### config.mk
export PLATFORM = sky130hd
export DESIGN_NAME = alu_issue_arbiter
export DESIGN_NICKNAME = d
export VERILOG_FILES = /design/src/rtl/alu_issue_arbiter.sv
export SDC_FILE = /design/constraint.sdc
export NUM_CORES = 1
export LEC_CHECK = 0
export ABC_AREA = 1
export BUFFER_PORTS_ARGS = -buffer_cell sky130_fd_sc_hd__buf_2
export CAP_MARGIN = 15
export CORE_AREA = 8 8 149 151
export CTS_CLUSTER_SIZE = 30
export DETAILED_ROUTE_END_ITERATION = 12
export DIE_AREA = 0 0 157 159
export GPL_TIMING_DRIVEN = 0
export HOLD_SLACK_MARGIN = 0.05
export PLACE_DENSITY = 0.66
export SETUP_SLACK_MARGIN = 0.15
export SLEW_MARGIN = 30
export SYNTH_ARGS = -nofsm -noshare
export SYNTH_HDL_FRONTEND = slang
export SYNTH_SLANG_ARGS = --single-unit
### constraint.sdc
create_clock -name clk -period 2.8 [get_ports clk]
set_clock_uncertainty 0.05 [all_clocks]
set_input_delay 0.28 -clock clk [delete_from_list [all_inputs] [get_ports clk]]
set_output_delay 0.28 -clock clk [all_outputs]
set_load 0.01 [all_outputs]
### src/rtl/alu_issue_arbiter.sv
// ---------------------------------------------------------------------------
// AluIssueArbiter
//
// Shares one multi-cycle ALU execution element between NREQ issue
// requesters. A round-robin arbiter picks a winner in IDLE and registers its
// operands into the alu_* outputs. The FSM then holds alu_start high for
// START_CYCLES cycles and waits for a rising edge on alu_completed. The
// result, or a zero result flagged as a timeout, goes back to the winner over
// a valid/ready response channel.
//
// Ports
//   clk            clock, all state updates on the rising edge
//   reset          asynchronous active-low reset
//   req_valid      per-requester request pending
//   req_ready      per-requester request accepted this cycle (one-hot/zero)
//   req_inst_num   6-bit opcode per requester (slice i = requester i)
//   req_const16_x  32-bit immediate per requester
//   req_shift5     5-bit shift amount per requester
//   req_rs/req_rt  32-bit operands per requester
//   resp_valid     per-requester result available (one-hot/zero)
//   resp_ready     per-requester result consumed
//   resp_out       result of the current response
//   resp_timeout   current response timed out (resp_out is then zero)
//   busy           high whenever an operation is in flight
//   alu_start      start pulse to the element (drives its reset input)
//   alu_*          registered operands presented to the element
//   alu_completed  element done flag (only its rising edge counts)
//   alu_out        element result
// ---------------------------------------------------------------------------
module alu_issue_arbiter #(
    parameter int NREQ         = 2,
    parameter int START_CYCLES = 2,
    parameter int TIMEOUT      = 64
) (
    input  logic                clk,
    input  logic                reset,
    input  logic [NREQ-1:0]     req_valid,
    output logic [NREQ-1:0]     req_ready,
    input  logic [6*NREQ-1:0]   req_inst_num,
    input  logic [32*NREQ-1:0]  req_const16_x,
    input  logic [5*NREQ-1:0]   req_shift5,
    input  logic [32*NREQ-1:0]  req_rs,
    input  logic [32*NREQ-1:0]  req_rt,
    output logic [NREQ-1:0]     resp_valid,
    input  logic [NREQ-1:0]     resp_ready,
    output logic [31:0]         resp_out,
    output logic                resp_timeout,
    output logic                busy,
    output logic                alu_start,
    output logic [5:0]          alu_inst_num,
    output logic [31:0]         alu_const16_x,
    output logic [4:0]          alu_shift5,
    output logic [31:0]         alu_rs,
    output logic [31:0]         alu_rt,
    input  logic                alu_completed,
    input  logic [31:0]         alu_out
);

    localparam int GW      = (NREQ > 2) ? 2 : 1;
    localparam int CNT_MAX = (TIMEOUT > START_CYCLES) ? TIMEOUT : START_CYCLES;
    localparam int CW      = $clog2(CNT_MAX + 1);

    localparam logic [GW-1:0] LAST_RESET = GW'(NREQ - 1);
    localparam logic [CW-1:0] START_LAST = CW'(START_CYCLES - 1);
    localparam logic [CW-1:0] WAIT_LAST  = CW'(TIMEOUT - 1);

    typedef enum logic [1:0] {
        IDLE,
        START,
        WAIT,
        RESP
    } state_t;

    state_t        state_q, state_d;
    logic [CW-1:0] cnt_q, cnt_d;
    logic [GW-1:0] grant_q, grant_d;
    logic [GW-1:0] lastGrant_q, lastGrant_d;
    logic [31:0]   result_q, result_d;
    logic          timedOut_q, timedOut_d;
    logic          comp_q;
    logic [5:0]    inst_q, inst_d;
    logic [31:0]   const_q, const_d;
    logic [4:0]    shift_q, shift_d;
    logic [31:0]   rs_q, rs_d;
    logic [31:0]   rt_q, rt_d;

    logic          anyValid;
    logic [GW-1:0] rrGrant;
    logic [GW-1:0] candIdx;
    logic          compEdge;

    // Round-robin search: start one past the last served requester and take
    // the first one with a pending request, so the requester just served has
    // the lowest priority next time.
    always_comb begin
        anyValid = 1'b0;
        rrGrant  = '0;
        candIdx  = '0;
        for (int k = 1; k <= NREQ; k++) begin
            candIdx = GW'((int'(lastGrant_q) + k) % NREQ);
            if (!anyValid && req_valid[candIdx]) begin
                anyValid = 1'b1;
                rrGrant  = candIdx;
            end
        end
    end

    // Only a fresh rising edge counts, so a completed level left over from the
    // previous operation can never be mistaken for completion of this one.
    assign compEdge = alu_completed & ~comp_q;

    // Next-state and request-side logic. req_ready is combinational and only
    // ever raised in IDLE, which is why a request cannot be accepted in the
    // same cycle a response is consumed.
    always_comb begin
        state_d     = state_q;
        cnt_d       = cnt_q;
        grant_d     = grant_q;
        lastGrant_d = lastGrant_q;
        result_d    = result_q;
        timedOut_d  = timedOut_q;
        inst_d      = inst_q;
        const_d     = const_q;
        shift_d     = shift_q;
        rs_d        = rs_q;
        rt_d        = rt_q;
        req_ready   = '0;
        case (state_q)
            IDLE: begin
                if (anyValid) begin
                    req_ready[rrGrant] = 1'b1;
                    grant_d = rrGrant;
                    inst_d  = req_inst_num[int'(rrGrant)*6 +: 6];
                    const_d = req_const16_x[int'(rrGrant)*32 +: 32];
                    shift_d = req_shift5[int'(rrGrant)*5 +: 5];
                    rs_d    = req_rs[int'(rrGrant)*32 +: 32];
                    rt_d    = req_rt[int'(rrGrant)*32 +: 32];
                    cnt_d   = '0;
                    state_d = START;
                end
            end
            START: begin
                if (cnt_q == START_LAST) begin
                    cnt_d   = '0;
                    state_d = WAIT;
                end else begin
                    cnt_d = cnt_q + CW'(1);
                end
            end
            WAIT: begin
                // Completion is tested first so it wins over a timeout
                // landing in the same cycle.
                if (compEdge) begin
                    result_d   = alu_out;
                    timedOut_d = 1'b0;
                    cnt_d      = '0;
                    state_d    = RESP;
                end else if (cnt_q == WAIT_LAST) begin
                    result_d   = '0;
                    timedOut_d = 1'b1;
                    cnt_d      = '0;
                    state_d    = RESP;
                end else begin
                    cnt_d = cnt_q + CW'(1);
                end
            end
            RESP: begin
                if (resp_ready[grant_q]) begin
                    lastGrant_d = grant_q;
                    state_d     = IDLE;
                end
            end
            default: state_d = IDLE;
        endcase
    end

    // State register. Reset abandons any operation in flight; because
    // alu_start and the response outputs decode from the state, they drop
    // as soon as reset goes low.
    always_ff @(posedge clk or negedge reset) begin
        if (!reset) begin
            state_q     <= IDLE;
            cnt_q       <= '0;
            grant_q     <= '0;
            lastGrant_q <= LAST_RESET;
            result_q    <= '0;
            timedOut_q  <= 1'b0;
            comp_q      <= 1'b0;
            inst_q      <= '0;
            const_q     <= '0;
            shift_q     <= '0;
            rs_q        <= '0;
            rt_q        <= '0;
        end else begin
            state_q     <= state_d;
            cnt_q       <= cnt_d;
            grant_q     <= grant_d;
            lastGrant_q <= lastGrant_d;
            result_q    <= result_d;
            timedOut_q  <= timedOut_d;
            comp_q      <= alu_completed;
            inst_q      <= inst_d;
            const_q     <= const_d;
            shift_q     <= shift_d;
            rs_q        <= rs_d;
            rt_q        <= rt_d;
        end
    end

    // Response channel: all three outputs are held for as long as RESP lasts
    // and read zero otherwise.
    always_comb begin
        resp_valid   = '0;
        resp_out     = '0;
        resp_timeout = 1'b0;
        if (state_q == RESP) begin
            resp_valid[grant_q] = 1'b1;
            resp_out            = result_q;
            resp_timeout        = timedOut_q;
        end
    end

    assign busy          = (state_q != IDLE);
    assign alu_start     = (state_q == START);
    assign alu_inst_num  = inst_q;
    assign alu_const16_x = const_q;
    assign alu_shift5    = shift_q;
    assign alu_rs        = rs_q;
    assign alu_rt        = rt_q;

endmodule

==> impl_metrics.csv, run 1 <==
group,metric,value,unit
synthesis,ys_seq_area_share,54.8,%
critical_path,rrSetupSlack,270,ps
synthesis,yosysUniqueCellTypes,24,
run_status,outcome,"complete, no violations",
critical_path,reg2reg_to,"alu_inst_num[5]$_DFFE_PN0P_",
timing,fin_crit,2530,ps
floorplanning,die_h,159,um
critical_path,end_kind,"flop",
floorplanning,core_area,0.0198,mm2
detailed_routing,num_vias,8849,
detailed_routing,routed_wl,32.7,mm
grt,grt_remaining_overflow,0,
cts,clock_sinks,152,
synthesis,synth_area,0.00694,mm2
critical_path,startpoint,"state_q[0]$_DFFE_PN0P_",
critical_path,required,3110,ps
detailed_routing,detail_route.wl_per_cell,17.7,um
floorplanning,ios,399,
min_path,hold_class,"in -> reg",
synthesis,synth_mux_area_share,0,%
pwr,power.density,1010,mW/mm2
pwr,ir_drop,0.524,mV
cts,clk_latency,420,ps
detailed_routing,drt_iter0_drc,508,
detailed_routing,viasPerCell,4.78,
synthesis,ys_warn_count,0,
placement,gp_congestion,0.879,
critical_path,path_max_fanout,10,
synthesis,synth_ff_type,"dfrtp_1",
cts,post_cts_buffers,0,
grt,grt_usage,26.0,%
synthesis,synthSimpleGateAreaFrac,36.5,%
synthesis,synth-compound-area-share,0.992,%
floorplanning,fp.dieW,157,um
detailed_routing,ant_nets,0,
detailed_routing,drt_first_pass_iters,6,
timing,fmax,0.395,GHz
final_layout,area_growth,78.7,%
grt,grt_pass1_wl,50.5,mm
synthesis,ys_ff_latch,152,
timing,whs,68.4,ps
synthesis,synth_common_cells,"nand2_1, dfrtp_1, nand3_1",
synthesis,netlist_instances,898,
final_layout,layout-drive-gt1-share,30.4,%
synthesis,synth-xor-area-share,0.126,%
synthesis,yosysMostFrequentCell,"nand2_1",
final_layout,num-nets-final,1821,
synthesis,synth_edf_count,0,
synthesis,synth_area_leaders,"dfrtp_1, nand2_1, nand3_1, inv_1, buf_2",
placement,io_buffer_count,398,
timing,max_slew_margin,64.0,%
synthesis,yosysTopAreaCell,"dfrtp_1",
detailed_routing,drcViolationCount,0,
cts,cts_buffer_depth,2,
grt,grt_start_max_net_pins,66,
grt,antenna_found_initial,9,
pwr,p_leak,6.91,nW
timing,rsz0062_at_grt,"false",
critical_path,crit_arrival,2840,ps
timing,layout_worst_path_cycle_share,90.3,%
placement,place_hpwl,21.6,mm
floorplanning,die_area,0.0250,mm2
synthesis,synth_top_family_by_area,"simple AND/OR/NAND/NOR gates",
timing,finalHoldViolCount,0,
timing,finalSetupViolCount,0,
critical_path,critical_path_class,"reg -> reg",
cts,cts_root_buffer,"clkbuf_16",
critical_path,reg2reg_depth,9,
synthesis,async_flop_share,100,%
timing,worstMarginPinSlew,539,ps
floorplanning,initial_core_util,35.0,%
pwr,finalPower,12.5,mW
synthesis,postSynthNetCount,1158,
cts,cts_max_level,4,
synthesis,avgSynthCellArea,7.73,um2
floorplanning,rows,52,
timing,drv_slew,0,
critical_path,r2r_start,"state_q[0]$_DFFE_PN0P_",
synthesis,synth.top_cell.area_share,54.5,%
cts,numCtsBuffers,17,
grt,grt_pass1_vias,9518,
synthesis,synthAdderAreaFrac,1.26,%
job,cap_violations,0,
cts,path_clk_slew,70,ps
cts,cts_tree,"done",
critical_path,setup.worst_path.start_class,"flop",
critical_path,timing.critical_path.to,"alu_inst_num[5]$_DFFE_PN0P_",
-- layer usage --
layer | vias up | part of all wire (%) | GRT usage (%)
met5 | - | 0 | 0
met4 | 0 | 4.9 | 14.7
met3 | 114 | 8.1 | 7.19
met2 | 469 | 50 | 44.6
met1 | 4155 | 37 | 28.2
li1 | 4111 | - | -
-- through the flow --
stage / cells / area, um2 / TNS [ps] / utilization, % / setup slack [ps]
6_report: 1853 / 12400 / 0 / 62.5 / 270
5_1_grt: 1853 / 12400 / 0 / 62.5 / 154
4_1_cts: 1844 / 12400 / 0 / 62.3 / 195
3_5_place_dp: 1568 / 9330 / 0 / 47.0 / 740
3_3_place_gp: 1566 / 9270 / -146860 / 46.7 / -989
2_1_floorplan: 898 / 6940 / 0 / - / 1240
-- report_power, final --
group | total, mW | leakage [nW] | internal (mW) | switching [mW]
Clock | 2.32 | 0.287 | 1.30 | 1.02
Sequential | 3.86 | 1.87 | 3.25 | 0.613
Combinational | 6.30 | 4.75 | 3.03 | 3.26
-- kinds of logic after synthesis --
logic type / Yosys count
XOR/XNOR: 1
flip-flops: 152
buffers and inverters: 99
AO/OA/AOI/OAI: 13
adder cells (fa/ha/maj): 7
AND/OR/NAND/NOR: 626
-- registers in the layout, indices dropped and copies added (netlist names) --
name / flops
alu_rt: 32
state_q: 2
comp_q: 1
timedOut_q: 1
lastGrant_q: 1
cnt_q: 7
result_q: 32
grant_q: 1
alu_rs: 32
alu_shift5: 5
alu_inst_num: 6
alu_const16_x: 32
-- worst min path at each step --
stage                  startpoint                           end  slack, ps  cells past startpoint
detailed placement          reset   alu_inst_num[3]$_DFFE_PN0P_        100                      1
CTS                    req_rt[63]        alu_rt[31]$_DFFE_PN0P_         50                      3
finish                 req_rt[63]        alu_rt[31]$_DFFE_PN0P_         70                      3
global placement    alu_completed              comp_q$_DFF_PN0_        350                      1
floorplan                   reset  alu_const16_x[0]$_DFFE_PN0P_        -70                      0
global route           req_rt[63]        alu_rt[31]$_DFFE_PN0P_         60                      3
-- critical path, cell delays in order, from the launching register on --
cell	delay, ps
dfrtp_1	440
inv_1	90
ha_1	240
inv_2	100
nor2_4	50
inv_2	200
clkbuf_1	460
nand2_1	160
nand3_1	130
dlygate4sd3_1	550
-- cell type report --
| class | count | area, um2 |
|---|---|---|
| fill | 1633 | 7440 |
| multi-input combinational | 647 | 2700 |
| antenna | 9 | 22.5 |
| tap | 270 | 338 |
| buffer | 43 | 236 |
| clock buffer | 19 | 453 |
| inverter | 56 | 213 |
| timing repair buffer | 644 | 4500 |
| clock inverter | 13 | 136 |
| sequential | 152 | 3800 |
-- cell usage in the layout (no fill, tap or decap), types with 2 or more instances in the layout --
cell / instances
clkbuf_1: 10
nand4_1: 4
buf_6: 4
dfrtp_1: 151
buf_2: 416
a21oi_1: 2
nand3_1: 119
clkbuf_8: 2
diode_2: 9
o21ai_0: 7
nor2_1: 8
clkinv_4: 7
dlygate4sd3_1: 244
inv_6: 3
nand2_1: 488
inv_1: 50
clkbuf_2: 5
clkbuf_16: 17
ha_1: 7
buf_16: 2
inv_2: 5
nor2_2: 3
buf_4: 3
o21ai_1: 3
-- timing repair --
| action | 4_1_cts | 5_1_grt |
|---|---|---|
| resized for setup | 0 | 13 |
| hold endpoints to repair | 292 | 0 |
| hold buffers | 244 | 0 |
| setup endpoints to repair | 0 | 39 |
Power figures use the tool's default switching activity.
==> run 2: changes to the inputs <==
--- a/config.mk
+++ b/config.mk
@@ -12,7 +12,6 @@
 export CTS_CLUSTER_SIZE = 30
 export DETAILED_ROUTE_END_ITERATION = 12
 export DIE_AREA = 0 0 157 159
-export GPL_TIMING_DRIVEN = 0
 export HOLD_SLACK_MARGIN = 0.05
 export PLACE_DENSITY = 0.66
 export SETUP_SLACK_MARGIN = 0.15
==> run 2 against run 1 <==
Via count is 0.93% lower. Routed wire length down 3.6%. Clock power increased by 6%. Largest cell class unchanged.
==> impl_metrics.csv, run 2 (synthesis results as in run 1) <==
group,metric,value,unit
placement,place_hpwl,19.5,mm
critical_path,crit_arrival,2090,ps
detailed_routing,drt_first_pass_iters,6,
grt,antenna_found_initial,6,
detailed_routing,routed_wl,31.5,mm
floorplanning,fp.dieW,157,um
floorplanning,core_area,0.0198,mm2
final_layout,num-nets-final,1793,
timing,max_slew_margin,55.5,%
grt,grt_pass1_wl,49.1,mm
grt,grt_usage,25.0,%
placement,gp_congestion,0.925,
critical_path,reg2reg_to,"alu_const16_x[19]$_DFFE_PN0P_",
floorplanning,ios,399,
timing,worstMarginPinSlew,668,ps
cts,numCtsBuffers,17,
cts,path_clk_slew,70,ps
critical_path,end_kind,"primary output",
critical_path,rrSetupSlack,440,ps
detailed_routing,num_vias,8767,
pwr,power.density,922,mW/mm2
detailed_routing,ant_nets,0,
final_layout,area_growth,77.6,%
floorplanning,die_area,0.0250,mm2
final_layout,nFillCells,1534,
timing,finalSetupViolCount,0,
run_status,outcome,"complete, no violations",
min_path,hold_depth,3,
final_layout,layout-drive-gt1-share,29.7,%
final_layout,mostFrequentLayoutCell,"nand2_1",
critical_path,critical_path_class,"reg -> out",
timing,drv_slew,0,
floorplanning,rows,52,
cts,cts_root_buffer,"clkbuf_16",
min_path,worstHoldStart,"req_rt[33]",
detailed_routing,viasPerCell,4.81,
timing,fin_crit,2420,ps
timing,layout_worst_path_cycle_share,86.4,%
job,cap_violations,0,
floorplanning,die_h,159,um
critical_path,path_max_fanout,20,
min_path,worstHoldEndpoint,"alu_rt[1]$_DFFE_PN0P_",
grt,grt_remaining_overflow,0,
critical_path,reg2reg_depth,9,
detailed_routing,detail_route.wl_per_cell,17.3,um
floorplanning,initial_core_util,35.0,%
cts,cts_buffer_depth,2,
detailed_routing,drcViolationCount,0,
cts,clk_latency,420,ps
critical_path,critPathSlowestCell,"ha_1",
cts,cts_max_level,4,
final_layout,final_cell_mix,"nand2_1, buf_2, dlygate4sd3_1, dfrtp_1, nand3_1",
timing,whs,82.4,ps
timing,finalHoldViolCount,0,
cts,cts_tree,"done",
critical_path,path_cells,"ha_1, buf_4, nand2_1, inv_1, buf_2",
critical_path,r2r_start,"state_q[1]$_DFFE_PN0P_",
critical_path,required,2470,ps
critical_path,cpPeakStageDelay,610,ps
final_layout,utilization,62.1,%
timing,fmax,0.413,GHz
grt,grt_start_max_net_pins,53,
cts,clock_sinks,152,
critical_path,setup.worst_path.start_class,"flop",
pwr,p_leak,6.78,nW
min_path,hold_class,"in -> reg",
placement,io_buffer_count,398,
pwr,ir_drop,0.505,mV
timing,rsz0062_at_grt,"false",
grt,grt_pass1_vias,9195,
timing,setup_tns,0,ps
detailed_routing,drt_iter0_drc,651,
[run 2: cell types whose count changed in the layout (fill, tap and decap cells not counted), moves of 3 or more]
cell,change
clkbuf_1,-10
buf_12,+4
buf_4,+8
clkinv_4,-3
clkbuf_2,-5
buf_6,-3
buf_2,-19
diode_2,-3
[run 2: through the flow]
| step | cell area, um2 | total power [mW] | std cells | setup slack, ps |
|---|---|---|---|---|
| after floorplan | 6940 | 6.30 | 898 | 1240 |
| after global placement | 9220 | 8.15 | 1538 | 594 |
| after detailed placement | 9220 | 8.25 | 1538 | 532 |
| after CTS | 12300 | 11.2 | 1816 | 173 |
| after global routing | 12300 | 12.2 | 1822 | 230 |
| final | 12300 | 11.4 | 1822 | 380 |
[run 2: what timing repair did]
item | 4_1_cts | 5_1_grt
setup endpoints to repair | 0 | 19
buffers inserted | 0 | 0
resized for setup | 0 | 2
hold endpoints to repair | 190 | 0
hold buffers | 246 | 0
[run 2: layout make-up]
cell class	instances	area, um2	share of cell area [%]
clock buffers	18	439	3.56
well taps	270	338	2.74
multi-input cells	647	2700	21.9
clock inverters	14	186	1.51
flip-flops and latches	152	3800	30.9
repair buffers	659	4620	37.5
inverters	56	216	1.76
diodes	6	15.0	0.122
[run 2: worst max-delay path: cells and delay by family (launching register included)]
family,cells,cell delay [ps]
and+or+nand+nor,1,90
DFF,1,420
buffers and inverters,3,550
adders and majority gates,1,610
[run 2: worst max path at each step]
| stage | start | endpoint | slack (ps) | cells after the start |
|---|---|---|---|---|
| 2_1_floorplan | state_q[0]$_DFFE_PN0P_ | req_ready[0] | 1240 | 7 |
| 3_3_place_gp | state_q[0]$_DFFE_PN0P_ | alu_rs[14]$_DFFE_PN0P_ | 590 | 9 |
| 3_5_place_dp | state_q[0]$_DFFE_PN0P_ | alu_const16_x[9]$_DFFE_PN0P_ | 530 | 9 |
| 4_1_cts | state_q[0]$_DFFE_PN0P_ | req_ready[0] | 170 | 7 |
| 5_1_grt | state_q[0]$_DFFE_PN0P_ | resp_out[10] | 230 | 5 |
| 6_report | state_q[1]$_DFFE_PN0P_ | resp_out[1] | 380 | 5 |
[run 2: per-layer routing]
| layer | wire length [um] | GRT usage, % | vias up |
|---|---|---|---|
| met3 | 2950 | 7.14 | 125 |
| li1 | - | - | 4053 |
| met4 | 1710 | 15.5 | 0 |
| met2 | 15200 | 41.3 | 552 |
| met1 | 11700 | 27.8 | 4037 |
| met5 | 0 | 0 | - |
[run 2: report_power, final]
group	switching (mW)	internal [mW]	total (mW)
sequential	0.616	3.25	3.87
combinational	2.96	2.08	5.04
clock	1.01	1.45	2.46
